[src/rtl/ps2_pkg.sv]
// Shared types and helpers for the PS/2 keyboard receiver.
package ps2_pkg;

    localparam int unsigned FRAME_BITS = 11;
    localparam int unsigned DATA_BITS  = 8;

    typedef enum logic [1:0] {
        ST_IDLE   = 2'd0,
        ST_DATA   = 2'd1,
        ST_PARITY = 2'd2,
        ST_STOP   = 2'd3
    } ps2_state_e;

    // Parity bit value that makes data plus parity hold an odd number of ones.
    function automatic logic odd_parity_bit(input logic [DATA_BITS-1:0] d);
        return ~(^d);
    endfunction

endpackage

[src/rtl/ps2_sync_filter.sv]
// Per-line synchroniser, glitch filter and falling-edge detector for PS/2 inputs.
module ps2_sync_filter #(
    parameter int unsigned SYNC_STAGES = 2,
    parameter int unsigned FILTER_LEN  = 4
) (
    input  logic i_clk,
    input  logic i_rst_n,
    input  logic i_line,
    output logic o_sync,
    output logic o_filt,
    output logic o_fall_c
);

    localparam int unsigned CNT_W = (FILTER_LEN > 1) ? $clog2(FILTER_LEN) : 1;

    logic [SYNC_STAGES-1:0] r_sync;
    logic [CNT_W-1:0]       r_cnt;
    logic                   r_filt;
    logic                   r_prev;
    logic                   w_sync;

    assign w_sync = r_sync[SYNC_STAGES-1];

    // Filtered level flips only after FILTER_LEN consecutive differing samples.
    always_ff @(posedge i_clk) begin
        if (!i_rst_n) begin
            r_sync <= '1;
            r_cnt  <= '0;
            r_filt <= 1'b1;
            r_prev <= 1'b1;
        end else begin
            r_sync <= {r_sync[SYNC_STAGES-2:0], i_line};
            r_prev <= r_filt;
            if (w_sync == r_filt) begin
                r_cnt <= '0;
            end else if (r_cnt == CNT_W'(FILTER_LEN - 1)) begin
                r_filt <= w_sync;
                r_cnt  <= '0;
            end else begin
                r_cnt <= r_cnt + CNT_W'(1);
            end
        end
    end

    assign o_sync   = w_sync;
    assign o_filt   = r_filt;
    assign o_fall_c = r_prev & ~r_filt;

endmodule

[src/rtl/ps2_rx.sv]
// PS/2 keyboard receiver: deframes 11-bit frames, checks odd parity and stop bit,
// and aborts a frame whose keyboard clock stalls for TIMEOUT_CYCLES.
module ps2_rx
    import ps2_pkg::*;
#(
    parameter int unsigned SYNC_STAGES    = 2,
    parameter int unsigned FILTER_LEN     = 4,
    parameter int unsigned TIMEOUT_CYCLES = 2000
) (
    input  logic                 sys_clk,
    input  logic                 rst_n,
    input  logic                 keyboard_clk,
    input  logic                 data,
    output logic [DATA_BITS-1:0] rx_data,
    output logic                 rx_valid,
    output logic                 parity_err,
    output logic                 frame_err,
    output logic                 busy
);

    localparam int unsigned BIT_CNT_W = $clog2(DATA_BITS);
    localparam int unsigned WD_W      = $clog2(TIMEOUT_CYCLES + 1);

    localparam logic [1:0] S_IDLE   = ST_IDLE;
    localparam logic [1:0] S_DATA   = ST_DATA;
    localparam logic [1:0] S_PARITY = ST_PARITY;
    localparam logic [1:0] S_STOP   = ST_STOP;

    logic w_fall;
    logic w_data;
    logic w_clk_sync;
    logic w_clk_filt;
    logic w_data_filt;
    logic w_data_fall;
    logic w_unused;

    ps2_sync_filter #(
        .SYNC_STAGES (SYNC_STAGES),
        .FILTER_LEN  (FILTER_LEN)
    ) u_clk_line (
        .i_clk    (sys_clk),
        .i_rst_n  (rst_n),
        .i_line   (keyboard_clk),
        .o_sync   (w_clk_sync),
        .o_filt   (w_clk_filt),
        .o_fall_c (w_fall)
    );

    ps2_sync_filter #(
        .SYNC_STAGES (SYNC_STAGES),
        .FILTER_LEN  (FILTER_LEN)
    ) u_data_line (
        .i_clk    (sys_clk),
        .i_rst_n  (rst_n),
        .i_line   (data),
        .o_sync   (w_data),
        .o_filt   (w_data_filt),
        .o_fall_c (w_data_fall)
    );

    // Data is sampled on the synchronised line; its filtered view is not needed.
    assign w_unused = &{1'b0, w_clk_sync, w_clk_filt, w_data_filt, w_data_fall};

    logic [1:0]           r_state,   w_state_nxt;
    logic [BIT_CNT_W-1:0] r_bit_cnt, w_bit_cnt_nxt;
    logic [DATA_BITS-1:0] r_shift,   w_shift_nxt;
    logic                 r_parity,  w_parity_nxt;
    logic [WD_W-1:0]      r_wdog,    w_wdog_nxt;
    logic [DATA_BITS-1:0] r_rx_data, w_rx_data_nxt;
    logic                 r_rx_valid, w_rx_valid_nxt;
    logic                 r_par_err,  w_par_err_nxt;
    logic                 r_frm_err,  w_frm_err_nxt;
    logic                 r_busy,     w_busy_nxt;

    always_ff @(posedge sys_clk) begin
        if (!rst_n) begin
            r_state    <= S_IDLE;
            r_bit_cnt  <= '0;
            r_shift    <= '0;
            r_parity   <= 1'b0;
            r_wdog     <= '0;
            r_rx_data  <= '0;
            r_rx_valid <= 1'b0;
            r_par_err  <= 1'b0;
            r_frm_err  <= 1'b0;
            r_busy     <= 1'b0;
        end else begin
            r_state    <= w_state_nxt;
            r_bit_cnt  <= w_bit_cnt_nxt;
            r_shift    <= w_shift_nxt;
            r_parity   <= w_parity_nxt;
            r_wdog     <= w_wdog_nxt;
            r_rx_data  <= w_rx_data_nxt;
            r_rx_valid <= w_rx_valid_nxt;
            r_par_err  <= w_par_err_nxt;
            r_frm_err  <= w_frm_err_nxt;
            r_busy     <= w_busy_nxt;
        end
    end

    always_comb begin
        w_state_nxt    = r_state;
        w_bit_cnt_nxt  = r_bit_cnt;
        w_shift_nxt    = r_shift;
        w_parity_nxt   = r_parity;
        w_wdog_nxt     = '0;
        w_rx_data_nxt  = r_rx_data;
        w_rx_valid_nxt = 1'b0;
        w_par_err_nxt  = 1'b0;
        w_frm_err_nxt  = 1'b0;

        if (r_state != S_IDLE && !w_fall) begin
            w_wdog_nxt = r_wdog + WD_W'(1);
        end

        case (r_state)
            S_IDLE: begin
                if (w_fall && !w_data) begin
                    w_state_nxt   = S_DATA;
                    w_bit_cnt_nxt = '0;
                    w_shift_nxt   = '0;
                end
            end
            S_DATA: begin
                if (w_fall) begin
                    w_shift_nxt   = {w_data, r_shift[DATA_BITS-1:1]};
                    w_bit_cnt_nxt = r_bit_cnt + BIT_CNT_W'(1);
                    if (r_bit_cnt == BIT_CNT_W'(DATA_BITS - 1)) begin
                        w_state_nxt = S_PARITY;
                    end
                end
            end
            S_PARITY: begin
                if (w_fall) begin
                    w_parity_nxt = w_data;
                    w_state_nxt  = S_STOP;
                end
            end
            S_STOP: begin
                if (w_fall) begin
                    w_state_nxt = S_IDLE;
                    if (!w_data) begin
                        w_frm_err_nxt = 1'b1;
                    end else if (r_parity == odd_parity_bit(r_shift)) begin
                        w_rx_data_nxt  = r_shift;
                        w_rx_valid_nxt = 1'b1;
                    end else begin
                        w_par_err_nxt = 1'b1;
                    end
                end
            end
            default: w_state_nxt = S_IDLE;
        endcase

        // Stalled keyboard clock: abandon the partial frame; a same-cycle edge takes priority.
        if (r_state != S_IDLE && !w_fall && r_wdog == WD_W'(TIMEOUT_CYCLES - 1)) begin
            w_state_nxt   = S_IDLE;
            w_bit_cnt_nxt = '0;
            w_shift_nxt   = '0;
            w_wdog_nxt    = '0;
            w_frm_err_nxt = 1'b1;
        end

        w_busy_nxt = (w_state_nxt != S_IDLE);
    end

    assign rx_data    = r_rx_data;
    assign rx_valid   = r_rx_valid;
    assign parity_err = r_par_err;
    assign frame_err  = r_frm_err;
    assign busy       = r_busy;

endmodule

[config.mk]
export PLATFORM = sky130hd
export DESIGN_NAME = ps2_rx
export DESIGN_NICKNAME = d
export VERILOG_FILES = /design/src/rtl/ps2_pkg.sv /design/src/rtl/ps2_sync_filter.sv /design/src/rtl/ps2_rx.sv
export SDC_FILE = /design/constraint.sdc
export NUM_CORES = 1
export LEC_CHECK = 0
export CORE_MARGIN = 3
export CORE_UTILIZATION = 60
export DETAILED_ROUTE_END_ITERATION = 16
export DONT_BUFFER_PORTS = 1
export PLACE_DENSITY_LB_ADDON = 0.12
export SYNTH_ARGS = -nofsm -noshare
export SYNTH_HDL_FRONTEND = slang
export SYNTH_SLANG_ARGS = --single-unit
[constraint.sdc]
create_clock -name sys_clk -period 2.2 [get_ports sys_clk]
set_input_delay 0.44 -clock sys_clk [delete_from_list [all_inputs] [get_ports sys_clk]]
set_output_delay 0.44 -clock sys_clk [all_outputs]
set_load 0.05 [all_outputs]
# Word-level counts from Yosys, hierarchy flattened
# Cells that the tools add are included.
# W data, S select, Z words.
# classes
addsub,3
n_eq_ne,10
muxes,19
bitwise,6
n_reduce_logical,18
# op_table
op,n
$mux W8,2
$pmux W8 S2,1
$mux W2,6
$add A11 B1 Y11 const B,1
$eq A11 B11 Y1 const B,1
$pmux W2 S4,1
$reduce_and A4 Y1,2
$reduce_xor A8 Y1,1
$eq A2 B2 Y1 const B,3
$mux W1,6
$mux W3,2
$pmux W3 S2,1
$reduce_bool A2 Y1,3
$reduce_or A3 Y1,2
$not A1 Y1,5
$ne A2 B2 Y1 const B,2
$reduce_and A2 Y1,2
$add A3 B1 Y3 const B,1
$eq A3 B3 Y1 const B,1
$logic_and A1 B1 Y1,3
$reduce_and A3 Y1,1
$add A2 B1 Y2 const B,1
$eq A1 B1 Y1,2
$eq A2 B1 Y1 const B,1
4 further kinds,5
# word_totals
register_bits,45
in_bits,4

# Logic depth before layout (Yosys ltp)
# logic_depth
depth_word,7
ltp_mapped,6

# Modules after synthesis
# Synthesis repeated with hierarchy kept, for this count alone.
# unflattened
hier_cells,205
area_unflattened_um2,2009.4
# by_module_without_submodules
mod,instances,cells_each,area_per_inst_um2
ps2_rx,1,173,1604.0
ps2_sync_filter,2,16,202.7

# Worst setup path before layout
# No wires, ideal clock.
# synth_timing
path_type,register -> register
startpoint,register r_shift[7]
endpoint,"register r_rx_data[0], in the netlist rx_data[0]"
setup_ns,0.072
t_arrival_ns,1.672
path_slack_ns,0.457
stages_incl_launch_ff,5
synth_period_minus_slack_ns,1.743
path_cell_list,dfxtp_1 xor3_1 or3_4 mux2i_4 mux2i_1
# synth_between
elab_chain_cells,4
# synth_lines
element,line_no,rtl
start: declaration,ps2_rx.sv:66,"logic [DATA_BITS-1:0] r_shift, w_shift_nxt;"
start signal: assignment,ps2_rx.sv:90,r_shift <= w_shift_nxt;
$reduce_xor A8 Y1,ps2_pkg.sv:16,return ~(^d);
$not A1 Y1,ps2_pkg.sv:16,
$eq A1 B1 Y1,ps2_rx.sv:144,end else if (r_parity == odd_parity_bit(r_shift)) begin
$reduce_and A4 Y1 (no line),-,
end signal: assignment,ps2_rx.sv:93,r_rx_data <= w_rx_data_nxt;
end: declaration,ps2_rx.sv:69,"logic [DATA_BITS-1:0] r_rx_data, w_rx_data_nxt;"
# No other way between the ends.
# A chain may end at the register's enable or synchronous reset.

# Worst setup path in the final report
# layout_timing
startpoint,register r_shift[7]
endpoint,"register r_rx_data[5], in the netlist rx_data[5]"
# Same word-level chain as after synthesis.

==> insert_results.sql <==
INSERT INTO impl_metrics (metric_group, metric, value, unit) VALUES
('yosys', 'synthSimpleGateAreaFrac', '0.253', ''),
('timing', 'fin_crit_sh', '0.895', ''),
('timing', 'rsz0062_at_grt', 'no', ''),
('worst_setup_path', 'crit_path_start_kind', 'register', ''),
('yosys', 'synth.yosys.warnings', '0', ''),
('route', 'drt.antenna.violating_nets', '0', ''),
('yosys', 'synth_enable_flop_cells', '0', ''),
('clock_network', 'tritoncts', 'yes', ''),
('timing', 'timing.final.setup_violations', '0', ''),
('global_route', 'grt_start_max_net_pins', '31', ''),
('clock_network', 'clock_latency', '0.35', 'ns'),
('yosys', 'mappedNetlistNets', '215', ''),
('clock_network', 'cts.path.max_buffers', '2', ''),
('clock_network', 'clk_root_buffer_cell', 'sky130_fd_sc_hd__clkbuf_4', ''),
('yosys', 'syn_area', '1910', 'µm²'),
('yosys', 'synthArstFlopShare', '0', ''),
('timing', 'final_period_minus_worst_setup_slack', '1.97', 'ns'),
('finish', 'layout.core_utilization', '0.683', ''),
('placed_design', 'place_ws', '0.265', 'ns'),
('finish', 'synthToLayoutAreaGrowth', '3.66', '%'),
('yosys', 'postSynthRegisterBits', '45', ''),
('clock_network', 'clk_transition_reported_paths', '0.11', 'ns'),
('run_status', 'outcome', 'completed', ''),
('yosys', 'synth_top_family_by_area', 'simple AND/OR/NAND/NOR gates', ''),
('power_and_ir_drop', 'net_sw_frac', '0.205', ''),
('global_route', 'antenna_found_initial', '0', ''),
('die', 'die_w', '62.5', 'µm'),
('power_and_ir_drop', 'pwr_density_cell', '604', 'nW/µm²'),
('timing', 'setup_total_negative_slack', '0', 'ns'),
('finish', 'num_antenna_cells', '0', ''),
('timing', 'setup_slack', '0.232', 'ns'),
('timing', 'worst-slew-pin-transition', '0.518', 'ns'),
('yosys', 'synth_top_area_cell', 'sky130_fd_sc_hd__dfxtp_1', ''),
('global_route', 'grt_pass1_wl', '5830', 'µm'),
('clock_network', 'count_of_instances_resized_after_the_clock_tree_is_built', '0', ''),
('worst_setup_path', 'cp_max_fo', '9', ''),
('job', 'cap_violations', '0', ''),
('die', 'num_io_pins', '16', ''),
('yosys', 'syn-instance-count', '207', ''),
('timing', 'skew', '0.00559', 'ns'),
('route', 'drcViolationCount', '0', ''),
('die', 'die_h', '62.5', 'µm'),
('clock_network', 'cts_inserted_buffers', '5', ''),
('power_and_ir_drop', 'power_switching', '0.245', 'mW'),
('yosys', 'yosys-mux-area-fraction', '0.0641', ''),
('power_and_ir_drop', 'logic_pwr_share', '0.009', ''),
('worst_setup_path', 'timing.setup.critical_path_class', 'reg -> reg', ''),
('global_route', 'first_global_vias', '1317', ''),
('route', 'detailedRoute.firstIterationViolations', '108', ''),
('route', 'postRouteWirelength', '3250', 'µm'),
('clock_network', 'post_cts.repair.setup_buffers', '0', ''),
('global_route', 'grt_util_all_layers', '0.185', ''),
('worst_setup_path', 'worst_setup_path_end_kind', 'register', ''),
('yosys', 'yosys.area_share.xor_xnor', '0.0890', ''),
('yosys', 'synth_seq_area_share', '0.471', ''),
('finish', 'ratio_of_cells_with_drive_above_1_in_the_final_layout', '0.0585', ''),
('route', 'detailroute.via_count', '1376', ''),
('timing', 'fin_hold_viols', '0', ''),
('die', 'std_cell_rows', '19', ''),
('route', 'viasPerCell', '5.57', ''),
('worst_setup_path', 'worst_ep_arrival_time', '2.25', 'ns'),
('power_and_ir_drop', 'seq_power_share', '0.686', ''),
('yosys', 'synth_area_leaders', 'sky130_fd_sc_hd__dfxtp_1, sky130_fd_sc_hd__nand2_1, sky130_fd_sc_hd__mux2i_1, sky130_fd_sc_hd__nand4_1, sky130_fd_sc_hd__nor2_1', ''),
('power_and_ir_drop', 'leakagePower', '0.654', 'nW'),
('yosys', 'post_synth_num_cell_types', '36', ''),
('yosys', 'synth_adder_area_share', '0.0262', ''),
('yosys', 'postSynthAreaPerCell', '9.24', 'µm²'),
('worst_hold_path', 'min_path_type', 'in -> reg', ''),
('die', 'initial_core_utilization', '0.659', ''),
('yosys', 'top_ff_cell_synth', 'sky130_fd_sc_hd__dfxtp_1', ''),
('clock_network', 'ctsHtreeMaxLevel', '2', '');
-- final timing paths --
| check | startpoint | endpoint | slack, ns |
|---|---|---|---|
| hold reg to reg | u_data_line.r_sync[0] | u_data_line.r_sync[1] | 0.42 |
| setup / recovery | r_shift[7] | rx_data[5] | 0.23 |
| hold / removal | rst_n | u_clk_line.o_filt | 0.16 |
| setup reg to reg | r_shift[7] | rx_data[5] | 0.23 |
-- logic make-up (layout without fill, tap and decap cells) --
logic type               count (synthesis)  in the layout
buffers and inverters                   15             13
multiplexers                            11             11
AND/OR/NAND/NOR                         97             97
adder cells (fa/ha/maj)                  4              4
XOR/XNOR                                16             16
AO/OA/AOI/OAI                           19             19
flip-flops                              45             45
-- power groups by stage --
stage | Clock (mW) | Combinational [mW] | Sequential, mW
floorplan | 0 | 0.0172 | 0.838
global placement | 0 | 0.0106 | 0.840
detailed placement | 0 | 0.0113 | 0.840
CTS | 0.377 | 0.0112 | 0.821
global route | 0.414 | 0.0122 | 0.822
finish | 0.365 | 0.0109 | 0.821
-- layout make-up --
type | count | area, µm² | area share
Clock buffer | 8 | 48.8 | 0.0246
Inverter | 2 | 7.51 | 0.00379
Multi-Input combinational cell | 147 | 950 | 0.479
Sequential cell | 45 | 901 | 0.455
Tap cell | 42 | 52.6 | 0.0265
Timing Repair Buffer | 3 | 22.5 | 0.0114
-- synth_stat cells, types with 2 or more instances --
cell type and instances:
sky130_fd_sc_hd__dfxtp_1 45, sky130_fd_sc_hd__nand2_1 32, sky130_fd_sc_hd__nor2_1 19, sky130_fd_sc_hd__nand4_1 13
sky130_fd_sc_hd__a21oi_1 12, sky130_fd_sc_hd__clkbuf_1 10, sky130_fd_sc_hd__mux2i_1 10, sky130_fd_sc_hd__nand2b_1 8
sky130_fd_sc_hd__nand3_1 7, sky130_fd_sc_hd__xnor2_1 7, sky130_fd_sc_hd__xor2_1 7, sky130_fd_sc_hd__nor3_1 6
sky130_fd_sc_hd__ha_1 4, sky130_fd_sc_hd__and4b_1 2, sky130_fd_sc_hd__inv_1 2, sky130_fd_sc_hd__nor2b_1 2
sky130_fd_sc_hd__o21ai_0 2
-- flip-flops by register name (all words and copies together), names as in the netlist --
| register | count |
|---|---|
| u_clk_line.r_prev | 1 |
| r_parity | 1 |
| r_shift | 8 |
| rx_valid | 1 |
| busy | 1 |
| u_clk_line.r_sync | 2 |
| u_clk_line.r_cnt | 2 |
| parity_err | 1 |
| frame_err | 1 |
| u_data_line.r_sync | 2 |
| r_state | 2 |
| rx_data | 8 |
| u_clk_line.o_filt | 1 |
| r_bit_cnt | 3 |
| r_wdog | 11 |
-- routing by layer --
layer	part of all wire	up-vias	routed length (µm)	global-route usage
li1	-	700	-	-
met1	0.49	639	1600	0.235
met2	0.45	30	1480	0.294
met3	0.041	7	134	0.0486
met4	0.014	0	46	0.0826
met5	0	-	0	0
-- worst max-delay path, cell delays in order, from the launching register on --
cell and delay (ns):
sky130_fd_sc_hd__dfxtp_1 0.42, sky130_fd_sc_hd__xor3_1 0.49, sky130_fd_sc_hd__or3_4 0.35, sky130_fd_sc_hd__mux2i_4 0.39
sky130_fd_sc_hd__mux2i_1 0.25
-- placed cells by master (no fill, tap or decap) --
master                     count
sky130_fd_sc_hd__a21oi_1      12
sky130_fd_sc_hd__or3_1         1
sky130_fd_sc_hd__buf_4         3
sky130_fd_sc_hd__nor2_1       19
sky130_fd_sc_hd__or3b_1        1
sky130_fd_sc_hd__o32ai_1       1
sky130_fd_sc_hd__o211ai_1      1
sky130_fd_sc_hd__o31ai_4       1
sky130_fd_sc_hd__inv_1         2
sky130_fd_sc_hd__nand2_1      32
sky130_fd_sc_hd__clkbuf_1      3
sky130_fd_sc_hd__xor2_1        7
sky130_fd_sc_hd__o21ai_0       2
sky130_fd_sc_hd__ha_1          4
sky130_fd_sc_hd__dfxtp_1      45
sky130_fd_sc_hd__o21a_1        1
sky130_fd_sc_hd__and4_1        1
sky130_fd_sc_hd__mux2i_4       1
sky130_fd_sc_hd__nor3_1        6
sky130_fd_sc_hd__xnor3_2       1
sky130_fd_sc_hd__nor4_1        1
sky130_fd_sc_hd__nor2b_1       2
sky130_fd_sc_hd__nand4_1      13
sky130_fd_sc_hd__and4b_1       2
sky130_fd_sc_hd__nor4bb_1      1
sky130_fd_sc_hd__and3_1        1
sky130_fd_sc_hd__xor3_1        1
sky130_fd_sc_hd__nand2b_1      8
sky130_fd_sc_hd__xnor2_1       7
sky130_fd_sc_hd__a21boi_0      1
sky130_fd_sc_hd__clkbuf_4      5
sky130_fd_sc_hd__mux2i_1      10
sky130_fd_sc_hd__or3_4         1
sky130_fd_sc_hd__and2_1        1
sky130_fd_sc_hd__nand3_1       7
-- per-stage QoR --
step                      instance area, µm²  power [mW]  hold slack [ns]  cells
final                                   1980        1.20            0.157    247
after global routing                    1980        1.25            0.142    247
after CTS                               1980        1.21            0.142    247
after detailed placement                1930       0.851            0.398    239
after global placement                  1930       0.850            0.390    239
after floorplan                         1910       0.855            0.386    207
Power figures use the tool's default switching activity.
